--- src/rtl/ntt_seq_if.sv ---
// Bus bundle between the ntt sequencer and its source RAM, destination RAM and ntt core.
// The master side is the sequencer; the slave side is the RAMs plus the core.
interface ntt_seq_if #(
  parameter int DEPTH = 8
);
  logic             src_rd_en;
  logic [DEPTH-2:0] src_addr;
  logic [31:0]      src_rdata;

  logic             dst_wr_en;
  logic [DEPTH-2:0] dst_addr;
  logic [31:0]      dst_wdata;

  logic             ntt_set;
  logic             ntt_readin;
  logic [15:0]      ntt_din_1;
  logic [15:0]      ntt_din_2;
  logic [DEPTH-1:0] ntt_in_index;
  logic             ntt_cal_en;
  logic             ntt_done;
  logic             ntt_readout;
  logic [15:0]      ntt_dout_1;
  logic [15:0]      ntt_dout_2;
  logic [DEPTH-1:0] ntt_out_index;

  // Handshake: strobes are single-cycle qualifiers with no back-pressure; src_rdata is
  // valid the cycle after src_rd_en, core outputs are valid RD_LAT cycles after ntt_readout.
  modport master (
    output src_rd_en, src_addr, dst_wr_en, dst_addr, dst_wdata,
           ntt_set, ntt_readin, ntt_din_1, ntt_din_2, ntt_in_index, ntt_cal_en, ntt_readout,
    input  src_rdata, ntt_done, ntt_dout_1, ntt_dout_2, ntt_out_index
  );

  modport slave (
    input  src_rd_en, src_addr, dst_wr_en, dst_addr, dst_wdata,
           ntt_set, ntt_readin, ntt_din_1, ntt_din_2, ntt_in_index, ntt_cal_en, ntt_readout,
    output src_rdata, ntt_done, ntt_dout_1, ntt_dout_2, ntt_out_index
  );
endinterface

--- src/rtl/ntt_seq_ctrl.sv ---
// Sequencer around the ntt core: load one polynomial from source RAM, compute, drain to
// destination RAM, pulse done. Optional CALC watchdog enabled by macro NTT_SEQ_TIMEOUT_EN.
module ntt_seq_ctrl #(
  parameter int DEPTH   = 8,
  parameter int RD_LAT  = 1,
  parameter int TIMEOUT = 4096
) (
  input  logic        clk,
  input  logic        reset,
  input  logic        start,
  output logic        busy,
  output logic        done,
  output logic        err,
  output logic [2:0]  dbg_state,
  ntt_seq_if.master   bus
);

  typedef enum logic [2:0] {
    S_IDLE, S_SET, S_LOAD, S_CALC, S_DRAIN, S_FLUSH, S_FIN
  } state_t;

  localparam int               NPAIR  = 2 ** (DEPTH - 1);
  localparam logic [DEPTH-2:0] K_LAST = '1;
  localparam logic [DEPTH-1:0] D_LAST = DEPTH'(NPAIR - 1);
  localparam logic [DEPTH-1:0] F_LAST = DEPTH'(RD_LAT - 1);

  state_t            state;
  logic [DEPTH-1:0]  cnt;
  logic [RD_LAT-1:0] rd_pipe;

`ifdef NTT_SEQ_TIMEOUT_EN
  localparam int          TW     = $clog2(TIMEOUT + 1);
  localparam logic [TW-1:0] T_LAST = TW'(TIMEOUT - 1);
  logic [TW-1:0] tcnt;
`else
  assign err = 1'b0;
`endif

  assign dbg_state = state;

  // The source RAM output is already registered, so din follows it directly while readin
  // marks the beat; gating keeps din at 0 whenever no beat is presented.
  assign bus.ntt_din_1 = bus.ntt_readin ? bus.src_rdata[31:16] : 16'h0;
  assign bus.ntt_din_2 = bus.ntt_readin ? bus.src_rdata[15:0]  : 16'h0;

  logic unused_idx_lsb;
  assign unused_idx_lsb = bus.ntt_out_index[0];

  always_ff @(posedge clk) begin
    if (reset) begin
      state            <= S_IDLE;
      busy             <= 1'b0;
      done             <= 1'b0;
      cnt              <= '0;
      rd_pipe          <= '0;
      bus.src_rd_en    <= 1'b0;
      bus.src_addr     <= '0;
      bus.dst_wr_en    <= 1'b0;
      bus.dst_addr     <= '0;
      bus.dst_wdata    <= '0;
      bus.ntt_set      <= 1'b0;
      bus.ntt_readin   <= 1'b0;
      bus.ntt_in_index <= '0;
      bus.ntt_cal_en   <= 1'b0;
      bus.ntt_readout  <= 1'b0;
`ifdef NTT_SEQ_TIMEOUT_EN
      err              <= 1'b0;
      tcnt             <= '0;
`endif
    end else begin
      bus.ntt_set <= 1'b0;
      done        <= 1'b0;

      // Readout beats travel RD_LAT deep so the write lines up with valid core outputs.
      for (int i = RD_LAT - 1; i > 0; i--) rd_pipe[i] <= rd_pipe[i-1];
      rd_pipe[0]    <= bus.ntt_readout;
      bus.dst_wr_en <= rd_pipe[RD_LAT-1];
      if (rd_pipe[RD_LAT-1]) begin
        bus.dst_addr  <= bus.ntt_out_index[DEPTH-1:1];
        bus.dst_wdata <= {bus.ntt_dout_1, bus.ntt_dout_2};
      end

      case (state)
        S_IDLE: begin
          if (start) begin
            state       <= S_SET;
            busy        <= 1'b1;
            bus.ntt_set <= 1'b1;
            cnt         <= '0;
`ifdef NTT_SEQ_TIMEOUT_EN
            err         <= 1'b0;
`endif
          end
        end
        S_SET: begin
          state         <= S_LOAD;
          bus.src_rd_en <= 1'b1;
          bus.src_addr  <= '0;
        end
        S_LOAD: begin
          // src_rd_en doubles as the extra counter bit: low means the final beat is out.
          if (bus.src_rd_en) begin
            bus.ntt_readin   <= 1'b1;
            bus.ntt_in_index <= {bus.src_addr, 1'b0};
            if (bus.src_addr == K_LAST) bus.src_rd_en <= 1'b0;
            else                        bus.src_addr  <= bus.src_addr + 1'b1;
          end else begin
            bus.ntt_readin <= 1'b0;
            bus.ntt_cal_en <= 1'b1;
            state          <= S_CALC;
`ifdef NTT_SEQ_TIMEOUT_EN
            tcnt           <= '0;
`endif
          end
        end
        S_CALC: begin
          if (bus.ntt_done) begin
            bus.ntt_cal_en  <= 1'b0;
            bus.ntt_readout <= 1'b1;
            cnt             <= '0;
            state           <= S_DRAIN;
          end
`ifdef NTT_SEQ_TIMEOUT_EN
          else if (tcnt == T_LAST) begin
            bus.ntt_cal_en <= 1'b0;
            err            <= 1'b1;
            done           <= 1'b1;
            state          <= S_FIN;
          end else begin
            tcnt <= tcnt + 1'b1;
          end
`endif
        end
        S_DRAIN: begin
          if (cnt == D_LAST) begin
            bus.ntt_readout <= 1'b0;
            cnt             <= '0;
            state           <= S_FLUSH;
          end else begin
            cnt <= cnt + 1'b1;
          end
        end
        S_FLUSH: begin
          if (cnt == F_LAST) begin
            done  <= 1'b1;
            state <= S_FIN;
          end else begin
            cnt <= cnt + 1'b1;
          end
        end
        S_FIN: begin
          busy  <= 1'b0;
          state <= S_IDLE;
        end
        default: state <= S_IDLE;
      endcase
    end
  end

endmodule

--- src/flat_wrapper.sv ---
// flat-port wrapper written by rule: the top's interface ports become plain ports
module ntt_seq_ctrl_flat 
#(
  parameter int DEPTH   = 8,
  parameter int RD_LAT  = 1,
  parameter int TIMEOUT = 4096
)
  (clk, reset, start, busy, done, err, dbg_state, bus_src_rd_en, bus_src_addr, bus_dst_wr_en, bus_dst_addr, bus_dst_wdata, bus_ntt_set, bus_ntt_readin, bus_ntt_din_1, bus_ntt_din_2, bus_ntt_in_index, bus_ntt_cal_en, bus_ntt_readout, bus_src_rdata, bus_ntt_done, bus_ntt_dout_1, bus_ntt_dout_2, bus_ntt_out_index);
  ntt_seq_if #(.DEPTH(DEPTH)) bus_i ();
  input  logic clk;
  input  logic reset;
  input  logic start;
  output logic busy;
  output logic done;
  output logic err;
  output logic [2:0] dbg_state;
  output wire logic [$bits(bus_i.src_rd_en)-1:0] bus_src_rd_en;
  output wire logic [$bits(bus_i.src_addr)-1:0] bus_src_addr;
  output wire logic [$bits(bus_i.dst_wr_en)-1:0] bus_dst_wr_en;
  output wire logic [$bits(bus_i.dst_addr)-1:0] bus_dst_addr;
  output wire logic [$bits(bus_i.dst_wdata)-1:0] bus_dst_wdata;
  output wire logic [$bits(bus_i.ntt_set)-1:0] bus_ntt_set;
  output wire logic [$bits(bus_i.ntt_readin)-1:0] bus_ntt_readin;
  output wire logic [$bits(bus_i.ntt_din_1)-1:0] bus_ntt_din_1;
  output wire logic [$bits(bus_i.ntt_din_2)-1:0] bus_ntt_din_2;
  output wire logic [$bits(bus_i.ntt_in_index)-1:0] bus_ntt_in_index;
  output wire logic [$bits(bus_i.ntt_cal_en)-1:0] bus_ntt_cal_en;
  output wire logic [$bits(bus_i.ntt_readout)-1:0] bus_ntt_readout;
  input wire logic [$bits(bus_i.src_rdata)-1:0] bus_src_rdata;
  input wire logic [$bits(bus_i.ntt_done)-1:0] bus_ntt_done;
  input wire logic [$bits(bus_i.ntt_dout_1)-1:0] bus_ntt_dout_1;
  input wire logic [$bits(bus_i.ntt_dout_2)-1:0] bus_ntt_dout_2;
  input wire logic [$bits(bus_i.ntt_out_index)-1:0] bus_ntt_out_index;
  assign bus_src_rd_en = bus_i.src_rd_en;
  assign bus_src_addr = bus_i.src_addr;
  assign bus_dst_wr_en = bus_i.dst_wr_en;
  assign bus_dst_addr = bus_i.dst_addr;
  assign bus_dst_wdata = bus_i.dst_wdata;
  assign bus_ntt_set = bus_i.ntt_set;
  assign bus_ntt_readin = bus_i.ntt_readin;
  assign bus_ntt_din_1 = bus_i.ntt_din_1;
  assign bus_ntt_din_2 = bus_i.ntt_din_2;
  assign bus_ntt_in_index = bus_i.ntt_in_index;
  assign bus_ntt_cal_en = bus_i.ntt_cal_en;
  assign bus_ntt_readout = bus_i.ntt_readout;
  assign bus_i.src_rdata = bus_src_rdata;
  assign bus_i.ntt_done = bus_ntt_done;
  assign bus_i.ntt_dout_1 = bus_ntt_dout_1;
  assign bus_i.ntt_dout_2 = bus_ntt_dout_2;
  assign bus_i.ntt_out_index = bus_ntt_out_index;
  ntt_seq_ctrl #(.DEPTH(DEPTH), .RD_LAT(RD_LAT), .TIMEOUT(TIMEOUT)) u_core (.clk(clk), .reset(reset), .start(start), .busy(busy), .done(done), .err(err), .dbg_state(dbg_state), .bus(bus_i));
endmodule
--- config.mk ---
export PLATFORM = sky130hd
export DESIGN_NAME = ntt_seq_ctrl_flat
export DESIGN_NICKNAME = d
export VERILOG_FILES = /design/src/rtl/ntt_seq_if.sv /design/src/rtl/ntt_seq_ctrl.sv /design/src/flat_wrapper.sv
export SDC_FILE = /design/constraint.sdc
export NUM_CORES = 1
export LEC_CHECK = 0
export CAP_MARGIN = 40
export CELL_PAD_IN_SITES_DETAIL_PLACEMENT = 1
export CELL_PAD_IN_SITES_GLOBAL_PLACEMENT = 1
export CORE_ASPECT_RATIO = 1.5
export CORE_MARGIN = 2
export CORE_UTILIZATION = 28
export DETAILED_ROUTE_END_ITERATION = 6
export HOLD_SLACK_MARGIN = 0.03
export PLACE_DENSITY = 0.78
export SLEW_MARGIN = 30
export SYNTH_ARGS = -nofsm -noshare
export SYNTH_HDL_FRONTEND = slang
export SYNTH_SLANG_ARGS = --single-unit
--- constraint.sdc ---
create_clock -name clk -period 1.9 [get_ports clk]
set_input_delay 0.19 -clock clk [delete_from_list [all_inputs] [get_ports clk]]
set_output_delay 0.19 -clock clk [all_outputs]
set_load 0.005 [all_outputs]
==> impl_results.md, run 1 <==
* Sequential cell area at 1470 um^2
* Fmax at 0.548 GHz
* EDFF count, synth at 0
* Clock power frac at 34.5%
* Worst setup SP type: register
* Worst-Skew Late Latency at 330 ps
* Slew Limit Fails at 0
* Syn_area_per_cell at 8.87 um^2
* LEAKAGE at 0.00193 uW
* DR vias at 3340
* Status: complete, no violations
* Die width at slightly above 90 um
* Antenna diode count at 0
* Area delta synth->final at 68.5%
* Synth cell types at 47
* Crit-path max FO at 6
* Switch Pwr at 1250 uW
* CTS root buf: clkbuf_16
* Ys async rst share at 0%
* # setup viols final at 0
* # DRC at 0
* GR Overflow Total at 0
* Drt total wl at about 12000 um
* Worst VDD drop at between 0.0004 and 0.0005 V
* Final worst-path cycle share at 96.0%
* Seq pwr share at 39.2%
* Tightest Hold Check Type: primary input to register
* Final cell count without fillers at 702
* Worst Path Arrival at 2080 ps
* CP max stage cell: dfxtp_1
* Final Critical Period at 1820 ps
* Largest net degree at the start of global routing at 37
* Share of cells above drive strength 1 at 9.06%
* Initial antenna violation count at 0
* Die span in y at about 140 um
* Drt via density at 4.76
* Wire per inst at 16.4 um
* Core area at between 10000 and 15000 um^2
* Family with the most delay on the worst path: compound AO/OA/AOI/OAI gates
* Pwr/cell area at a little over 800 nW/um^2
* First-pass GRT wire length at 17700 um
* CP Class: register to register
* Yosys top cell by area: dfxtp_1
* Total GRT Usage at ~18%
* Post-synthesis sequential area ratio at 44.8%
* Synth Cell Area at 3260 um^2
* Placer congestion estimate at 0.811
* IO Port Bufs at 170
* Antenna Nets Post-Route at 0
* Max Buffers Root-to-Sink at 2
* CTS tree: yes
* I/O Pins at between 150 and 200
* Placed cells at a little under 700
* Detailed Route Iter0 Violations at 102
* 1st-pass router iterations at 4
* #FFs+latches synth at 73
* Hold Vio Cnt, Final at 0
* Count leader, synth: dfxtp_1
* Worst Skew at 8.68 ps
* Finished Cell Area at 5500 um^2
* Slowest Stage Delay on Critical Path at 420 ps
* Worst path required time at 2160 ps
* H-tree depth at 3
* Top area cells in the synthesized netlist: dfxtp_1 (45%), mux2i_1 (12%), nor2_1 (6.6%), and2_1 (6.3%), a21oi_1 (3.8%)
* Worst-Margin Slew at 550 ps
* Syn. warnings at 0
* Vias in the first global route at 3552
* Detailed Place HPWL at approximately 8900 um
* Sw Share at 28.3%
* Mapped Cells at 368
* FP Rows at 48
* Die footprint at 12600 um^2
* Initial core utilization at 28.5%
* Crit path cell chain: ha_1, and4_4, a41oi_4, and2_4, a2111o_1, a21oi_2
* Crit. End Element: register
* Main synth FF type: dfxtp_1
* Gate power share at 26.3%
* Total CTS buffers at 9
* Max-cap viol count at 0
* Worst-path clk slew at 50 ps
* Area of the multi-input gates at ~1600 um^2
* WP buf/inv at 0
* Final nets at 627
* Top-area cell type share of the netlist area at 44.8%
* CTS sink cnt at 73
* Relative slew margins at between 60% and 70%
* Post-DP Area at approximately 5200 um^2
* Fillers at approximately 1300
* Post-synth top cells: dfxtp_1 (73), nor2_1 (57), mux2i_1 (40), and2_1 (33), nand2_1 (29)
* Cell-internal power at 3170 uW
worst reg2reg max path, cell delays in order (launching register included):
cell	delay [ps]
dfxtp_1	420
ha_1	220
and4_4	270
a41oi_4	130
and2_4	200
a2111o_1	390
a21oi_2	110
layout by cell type, fill, tap and decap left out, drive strengths merged, types with 2 or more instances in the layout:
master,n
nand3b,2
dfxtp,73
nor4,3
inv,8
nor4bb,2
nor2,57
xnor2,4
a21oi,25
clkbuf,12
and2,34
clkinv,2
and3,3
clkdlybuf4s50,169
mux2i,40
nand2b,5
ha,3
o21ai,9
nand2,29
conb,2
nor3,2
a311oi,4
nor2b,5
or2,3
a31oi,3
buf,24
nand3,11
a41oi,2
o211ai,3
sequential cells by signal, indices dropped and copies added, names as in the netlist:
register,flops
u_core.cnt,8
u_core.bus.ntt_readin,1
u_core.done,1
u_core.rd_pipe,1
u_core.bus.ntt_in_index,7
u_core.bus.ntt_set,1
u_core.bus.dst_wdata,32
u_core.dbg_state,3
u_core.bus.dst_wr_en,1
u_core.bus.src_addr,7
u_core.bus.ntt_cal_en,1
u_core.bus.dst_addr,7
u_core.busy,1
u_core.bus.src_rd_en,1
u_core.bus.ntt_readout,1
cell type report:
class	count	area share (%)
tap	150	3.41
clock inverter	3	0.318
clock buffer	12	4.48
timing repair buffer	193	34.7
multi-input combinational	263	29.9
inverter	8	0.546
sequential	73	26.7
power groups by stage:
stage          sequential (uW)  clock [uW]  combinational, uW
3_3_place_gp              1760           0               1110
5_1_grt                   1750        1630               1280
6_report                  1740        1530               1160
2_1_floorplan             1700           0                632
4_1_cts                   1730        1570               1150
3_5_place_dp              1760           0               1140
per-layer routing:
metal,vias up,global-route usage (%),share of wire (%)
li1,1598,-,-
met1,1580,16.0,34
met2,143,36.3,56
met3,19,4.88,7.3
met4,0,8.29,2.5
met5,-,0,0
stage by stage:
step | power [uW] | hold slack [ps] | setup slack (ps) | TNS [ps] | util [%]
floorplan | 2330 | 338 | 160 | 0 | -
global route | 4660 | 369 | -15.0 | -15.0 | 48.0
global placement | 2870 | 444 | 112 | 0 | 45.3
CTS | 4450 | 324 | 23.4 | 0 | 47.6
detailed placement | 2900 | 454 | 41.2 | 0 | 45.3
finish | 4430 | 338 | 75.9 | 0 | 48.0
path summary, 6_finish.rpt:
path / start / endpoint / slack (ps) / cells past startpoint
min: reset / u_core.bus.ntt_readin / 340 / 2
max reg2reg: u_core.cnt[1] / u_core.dbg_state[0] / 80 / 6
min reg2reg: u_core.bus.ntt_in_index[3] / u_core.bus.ntt_in_index[3] / 460 / 2
max: u_core.cnt[1] / u_core.dbg_state[0] / 80 / 6
logic make-up (layout without fill, tap and decap cells):
kind of cell | Yosys count | after routing | synth area share, %
AOI/OAI and AO/OA | 52 | 52 | 10.2
xor gates and xnor gates | 4 | 4 | 1.07
adders and majority gates | 3 | 3 | 1.15
buffers and inverters | 33 | 216 | 5.60
DFF | 73 | 73 | 44.8
muxes | 40 | 40 | 12.3
other | 1 | 2 | 0.115
and+or+nand+nor | 162 | 162 | 24.9
repair_timing:
item                                    CTS  global route
endpoints found under the hold margin     0             0
endpoints found under the setup margin    0             5
resized for setup                         0             7
buffers inserted                          0             2
hold buffers                              0             0
Power figures use the tool's default switching activity.
==> run 2, diff against run 1 <==
- CORE_ASPECT_RATIO: 1.5 -> default
- CORE_UTILIZATION: 28 -> 30
- PLACE_DENSITY: 0.78 -> 0.83
- clock period: 1.9 -> 2.13 ns (I/O delays scaled with it)
==> run 2 against run 1 <==
Compared with the run above:
- register-to-register slack improved by 110 ps
- clock-buffer cell count decreased by 2
- total power shrank 20%
- sequential share of layout area is 1.1 points higher
- hold slack better by 19 ps
- first-iteration DRC count is 35% higher
- sequential cell count is the same
- fmax shrank 6.1%
- largest power group unchanged
- routed wire length fell by 8.0%
- sequential power decreased by 11%
- non-clock buffer count fell by 11
==> impl_results.md, run 2 (synthesis gave the netlist of run 1 again) <==
* Status: complete, no violations
* Hold Path Origin: reset
* Area of the multi-input gates at 1620 um^2 (-1.1%)
* Die span in y at 108 um (-20%)
* Worst Path Arrival at 2220 ps (+140 ps)
* H-tree depth at 3 (unchanged)
* Final nets at 616 (-1.8%)
* Drt total wl at 10600 um (-8.0%)
* Total CTS buffers at 9 (unchanged)
* Detailed Route Iter0 Violations at 138 (+35%)
* Hold path depth at 2 (unchanged)
* Hold EP: u_core.bus.dst_addr[0]
* DR vias at 3200 (-4.2%)
* Max reg flops at 32 (unchanged)
* Pwr/cell area at 671 nW/um^2 (-17%)
* Worst Skew at 7.90 ps (-0.784 ps)
* WP buf/inv at 0 (unchanged)
* Drt via density at 4.70 (-1.2%)
* Busiest grt layer: met2
* Reg2reg start: u_core.cnt[1]
* Die footprint at 11700 um^2 (-6.6%)
* RSZ-0062 raised after global routing: false
* Worst-Skew Late Latency at 350 ps (+20 ps)
* Antenna diode count at 0 (unchanged)
* Reg2reg path depth at 6 (unchanged)
* Worst-path clk slew at 80 ps (+30 ps)
* Max-cap viol count at 0 (unchanged)
* Post-Place Worst Slack at 209 ps (+168 ps)
* Met1 Use GR at 19.6% (+3.6 points)
* Crit-path max FO at 9 (+3)
* # hold bufs at CTS at 0 (unchanged)
* I/O Pins at 174 (unchanged)
* Worst-Margin Slew at 588 ps (+37.4 ps)
* Worst setup SP type: register
* Die width at 108 um (+18%)
* Met3 usage at 5.06% (+0.19 points)
* Core area at 10700 um^2 (-6.3%)
* Initial antenna violation count at 0 (unchanged)
* Largest Register: u_core.bus.dst_wdata
* Crit. End Element: register
* Detailed Place HPWL at 8240 um (-7.0%)
* Tightest Hold Check Type: primary input to register
* R2r endpoint: u_core.dbg_state[0]
* Fillers at 1257 (-3.8%)
* IO Port Bufs at 170 (unchanged)
* Crit path cell chain: ha_1, and4_4, a41oi_4, and2_4, a2111o_1, a21oi_1
* Setup slack after layout at 188 ps (+112 ps)
* CP max stage cell: dfxtp_1
* Area delta synth->final at 61.6%
* # setup viols final at 0 (unchanged)
* Top flop regs: u_core.bus.dst_wdata x32, u_core.cnt x8
* Slowest Stage Delay on Critical Path at 420 ps (about the same)
* Placer congestion estimate at 0.722 (-11%)
* Family with the most delay on the worst path: compound AO/OA/AOI/OAI gates
* Global Route met2 Usage at 33.6% (-2.7 points)
* Reg2reg setup slack at 190 ps (+110 ps)
* Final worst-path cycle share at 91.2% (-4.8 points)
* Postcts setup bufs at 0 (unchanged)
* CTS tree: yes
* LEAKAGE at 0.00183 uW (-5.3%)
* Sequential cell area at 1460 um^2 (-0.26%)
* Total GRT Usage at 18.1% (+0.20 points)
* Share of cells above drive strength 1 at 6.47% (-2.6 points)
* Post_cts resized at 0 (unchanged)
* Largest net degree at the start of global routing at 35 (-5.4%)
* Worst VDD drop at 0.000336 V (-25%)
* Antenna Nets Post-Route at 0 (unchanged)
* Final Critical Period at 1940 ps (+118 ps)
* Slew Limit Fails at 0 (unchanged)
* Vias in the first global route at 3357 (-5.5%)
* 1st-pass router iterations at 4 (unchanged)
* First-pass GRT wire length at 16500 um (-6.5%)
* Wire per inst at 15.5 um (-5.1%)
* Fmax at 0.515 GHz (-6.1%)
* CP Class: register to register
* TNS Setup at 0 ps (unchanged)
* Max Buffers Root-to-Sink at 2 (unchanged)
* Worst path required time at 2410 ps (+250 ps)
* Commonest non-fill, non-tap cell in the layout: clkdlybuf4s50_1
* CTS root buf: clkbuf_8
* # DRC at 0 (unchanged)
* Initial core utilization at 30.4% (+1.9 points)
* Commonest non-fill, non-tap cells in the layout: clkdlybuf4s50_1 (169), dfxtp_1 (72), nor2_1 (57)
* CTS sink cnt at 73 (unchanged)
* GR Overflow Total at 0 (unchanged)
* Hold Vio Cnt, Final at 0 (unchanged)
* Relative slew margins at 60.8% (-2.5 points)
* FP Rows at 38 (-21%)
==> run 2: routing by layer <==
metal	up-vias	share of wire, %	routed length [um]
li1	1577	-	-
met1	1501	39	4140
met2	114	52	5470
met3	8	7.9	839
met4	0	1.3	138
met5	-	0	0
==> run 2: stage by stage <==
step	power, uW	hold WS [ps]	instances	utilization (%)	cell area [um^2]
finish	3540	358	681	49.1	5280
global route	3750	383	681	49.1	5280
CTS	3600	335	681	49.1	5280
detailed placement	2520	450	666	47.4	5090
global placement	2500	444	666	47.4	5090
floorplan	2080	361	369	-	3270
==> run 2: where the power goes <==
part	total [uW]	switching (uW)	internal (uW)
Sequential	1540	101	1430
Combinational	950	426	525
Clock	1050	519	535
==> run 2: cell type report <==
cell class                      count  share of cell area, %
Clock buffer                       10                   2.42
Inverter                            8                  0.569
Tap cell                          140                   3.32
Sequential cell                    73                   27.7
Clock inverter                      5                   1.07
Timing Repair Buffer              182                   34.1
Multi-Input combinational cell    263                   30.8
==> run 2: how the worst max path moves through the flow <==
stage	from	cells after the start	endpoint
6_report	u_core.cnt[1]	6	u_core.dbg_state[0]
5_1_grt	u_core.cnt[0]	6	u_core.dbg_state[0]
4_1_cts	u_core.cnt[1]	6	u_core.dbg_state[0]
3_5_place_dp	u_core.cnt[1]	6	u_core.dbg_state[0]
3_3_place_gp	u_core.cnt[0]	6	u_core.dbg_state[0]
2_1_floorplan	u_core.cnt[1]	6	u_core.dbg_state[0]
==> run 3, diff against run 2 <==
- CORE_ASPECT_RATIO: default -> 1.5
- SETUP_SLACK_MARGIN: default -> 0.5
==> run 3 against run 2 <==
Compared with the run above:
- die area rose by 0.14%
- combinational power up 14%
- clock power increased by 47%
- core utilization increased by 5.6 points
- fmax increased by 14%
- largest cell class unchanged
- non-clock buffer count rose by 15
==> impl_results.md, run 3 (synthesis gave the netlist of run 1 again) <==
* Reg2reg setup slack at 430 ps (+250 ps)
* IO Port Bufs at 170 (unchanged)
* Largest Register: u_core.bus.dst_wdata
* Detailed Place HPWL at 8900 um (+8.0%)
* Max Buffers Root-to-Sink at 2 (unchanged)
* Hold EP: u_core.bus.ntt_readin
* CTS sink cnt at 73 (unchanged)
* Global Route met2 Usage at 39.5% (+6.0 points)
* # setup viols final at 0 (unchanged)
* RSZ-0062 raised after global routing: true
* Share of cells above drive strength 1 at 13.8% (+7.4 points)
* Slew Limit Fails at 0 (unchanged)
* Worst-path clk slew at 60 ps (-20 ps)
* Total CTS buffers at 9 (unchanged)
* First-pass GRT wire length at 19200 um (+16%)
* Hold Vio Cnt, Final at 0 (unchanged)
* Crit-path max FO at 4 (-5)
* FP Rows at 46 (+21%)
* Area delta synth->final at 77.3%
* Wire per inst at 17.7 um (+14%)
* Fillers at 1207 (-4.0%)
* Fmax at 0.589 GHz (+14%)
* Antenna diode count at 0 (unchanged)
* Worst path required time at 2390 ps (-20 ps)
* Largest net degree at the start of global routing at 34 (-2.9%)
* Crit. End Element: register
* GR Overflow Total at 0 (unchanged)
* DR vias at 3375 (+5.5%)
* LEAKAGE at 0.00258 uW (+41%)
* Relative slew margins at 60.6% (-0.20 points)
* Worst setup SP type: register
* TNS Setup at 0 ps (unchanged)
* CP Class: register to register
* Initial core utilization at 30.8% (+0.45 points)
* Antenna Nets Post-Route at 0 (unchanged)
* Hold Path Origin: reset
* Worst Skew at 7.08 ps (-0.817 ps)
* Reg2reg path depth at 7 (+1)
* R2r endpoint: u_core.dbg_state[0]
* Drt via density at 4.81 (+2.5%)
* Met3 usage at 4.76% (-0.30 points)
* Pwr/cell area at 723 nW/um^2 (+7.7%)
* H-tree depth at 3 (unchanged)
* Status: complete, no violations
* Placer congestion estimate at 0.808 (+12%)
* Busiest grt layer: met2
* Worst-Skew Late Latency at 330 ps (-20 ps)
* I/O Pins at 174 (unchanged)
* Detailed Route Iter0 Violations at 103 (-25%)
* Max reg flops at 32 (unchanged)
* Worst-Margin Slew at 591 ps (+2.99 ps)
* Total GRT Usage at 21.0% (+2.9 points)
* Drt total wl at 12400 um (+17%)
* Vias in the first global route at 3804 (+13%)
* Core area at 10600 um^2 (-1.4%)
* Die width at 89.2 um (-18%)
* Initial antenna violation count at 0 (unchanged)
* Tightest Hold Check Type: primary input to register
* Worst Path Arrival at 1950 ps (-270 ps)
* Slowest Stage Delay on Critical Path at 380 ps (-40 ps)
* Final nets at 631 (+2.4%)
* Commonest non-fill, non-tap cells in the layout: clkdlybuf4s50_1 (136), dfxtp_1 (62), nor2_1 (57)
* Met1 Use GR at 20.8% (+1.2 points)
* Top flop regs: u_core.bus.dst_wdata x32, u_core.cnt x8
* Worst VDD drop at 0.000421 V (+25%)
* CP max stage cell: dfxtp_4
* Die footprint at 11700 um^2 (+0.14%)
* # DRC at 0 (unchanged)
* Hold Slack at 371 ps (+12.9 ps)
* Max-cap viol count at 0 (unchanged)
* Crit path cell chain: ha_4, and4_4, a41oi_4, buf_12, and2_4, a2111o_1, a21oi_1
* CTS tree: yes
* 1st-pass router iterations at 4 (unchanged)
* Final worst-path cycle share at 79.7% (-12 points)
* Hold path depth at 2 (unchanged)
* Die span in y at 132 um (+22%)
* Final Critical Period at 1700 ps (-246 ps)
* Commonest non-fill, non-tap cell in the layout: clkdlybuf4s50_1
* Reg2reg start: u_core.cnt[0]
* CTS root buf: clkbuf_16
[run 3: cell count changes in the layout (fill, tap and decap cells not counted), sizes merged]
cell / previous run / this run
buf: 13 / 28
clkbuf: 10 / 12
clkdlybuf4s50: 169 / 136
dlygate4sd2: 0 / 2
dlymetal6s2s: 0 / 31
inv: 9 / 8
[run 3: how the worst max path moves through the flow]
stage	start	endpoint	depth (start not counted)
finish	u_core.cnt[0]	u_core.dbg_state[0]	7
global route	u_core.cnt[0]	u_core.dbg_state[0]	7
CTS	u_core.bus.ntt_readin	bus_ntt_din_2[10]	3
detailed placement	start	u_core.cnt[2]	6
global placement	start	u_core.cnt[2]	6
floorplan	u_core.cnt[0]	u_core.dbg_state[0]	6
[run 3: repair_timing]
item | CTS | global route
hold buffers | 0 | 0
pin swaps | 9 | 8
gates resized for setup | 33 | 41
setup buffers | 13 | 4
gates cloned | 1 | 0
endpoints found under the setup margin | 55 | 48
[run 3: power by group]
part	total, uW	internal, uW	switching [uW]	leakage (uW)
combinational	1080	600	482	0.00184
sequential	1570	1450	119	0.000596
clock	1540	970	567	0.000149
total	4180	3020	1170	0.00258
[run 3: final cells by class]
cell class	instances	area, um^2	area share, %
clock buffer	12	256	4.43
clock inverter	4	51.3	0.886
inverter	8	32.5	0.562
multi-input combinational	263	1730	29.9
sequential	73	1490	25.7
tap	144	180	3.11
timing repair buffer	197	2050	35.4
[run 3: layer usage]
layer | up-vias | part of all wire [%]
met5 | - | 0
met4 | 0 | 3.1
met3 | 26 | 6.1
met2 | 120 | 55
met1 | 1620 | 36
li1 | 1609 | -
[run 3: stage by stage]
step | instances | power (uW) | setup slack, ps | utilization, % | instance area [um^2]
detailed placement | 667 | 2540 | 273 | 48.3 | 5110
global route | 701 | 4370 | 359 | 54.7 | 5790
global placement | 667 | 2490 | 264 | 48.3 | 5110
finish | 701 | 4180 | 433 | 54.7 | 5790
CTS | 697 | 4190 | 389 | 53.2 | 5640
floorplan | 369 | 2080 | 507 | - | 3290
[run 3: critical path, delay by kind of cell, from the launching register on]
| family | cells | cell delay (ps) |
|---|---|---|
| flops | 1 | 380 |
| simple gates | 2 | 380 |
| buf+inv | 1 | 170 |
| fa+ha+maj | 1 | 150 |
| compound gates | 3 | 520 |
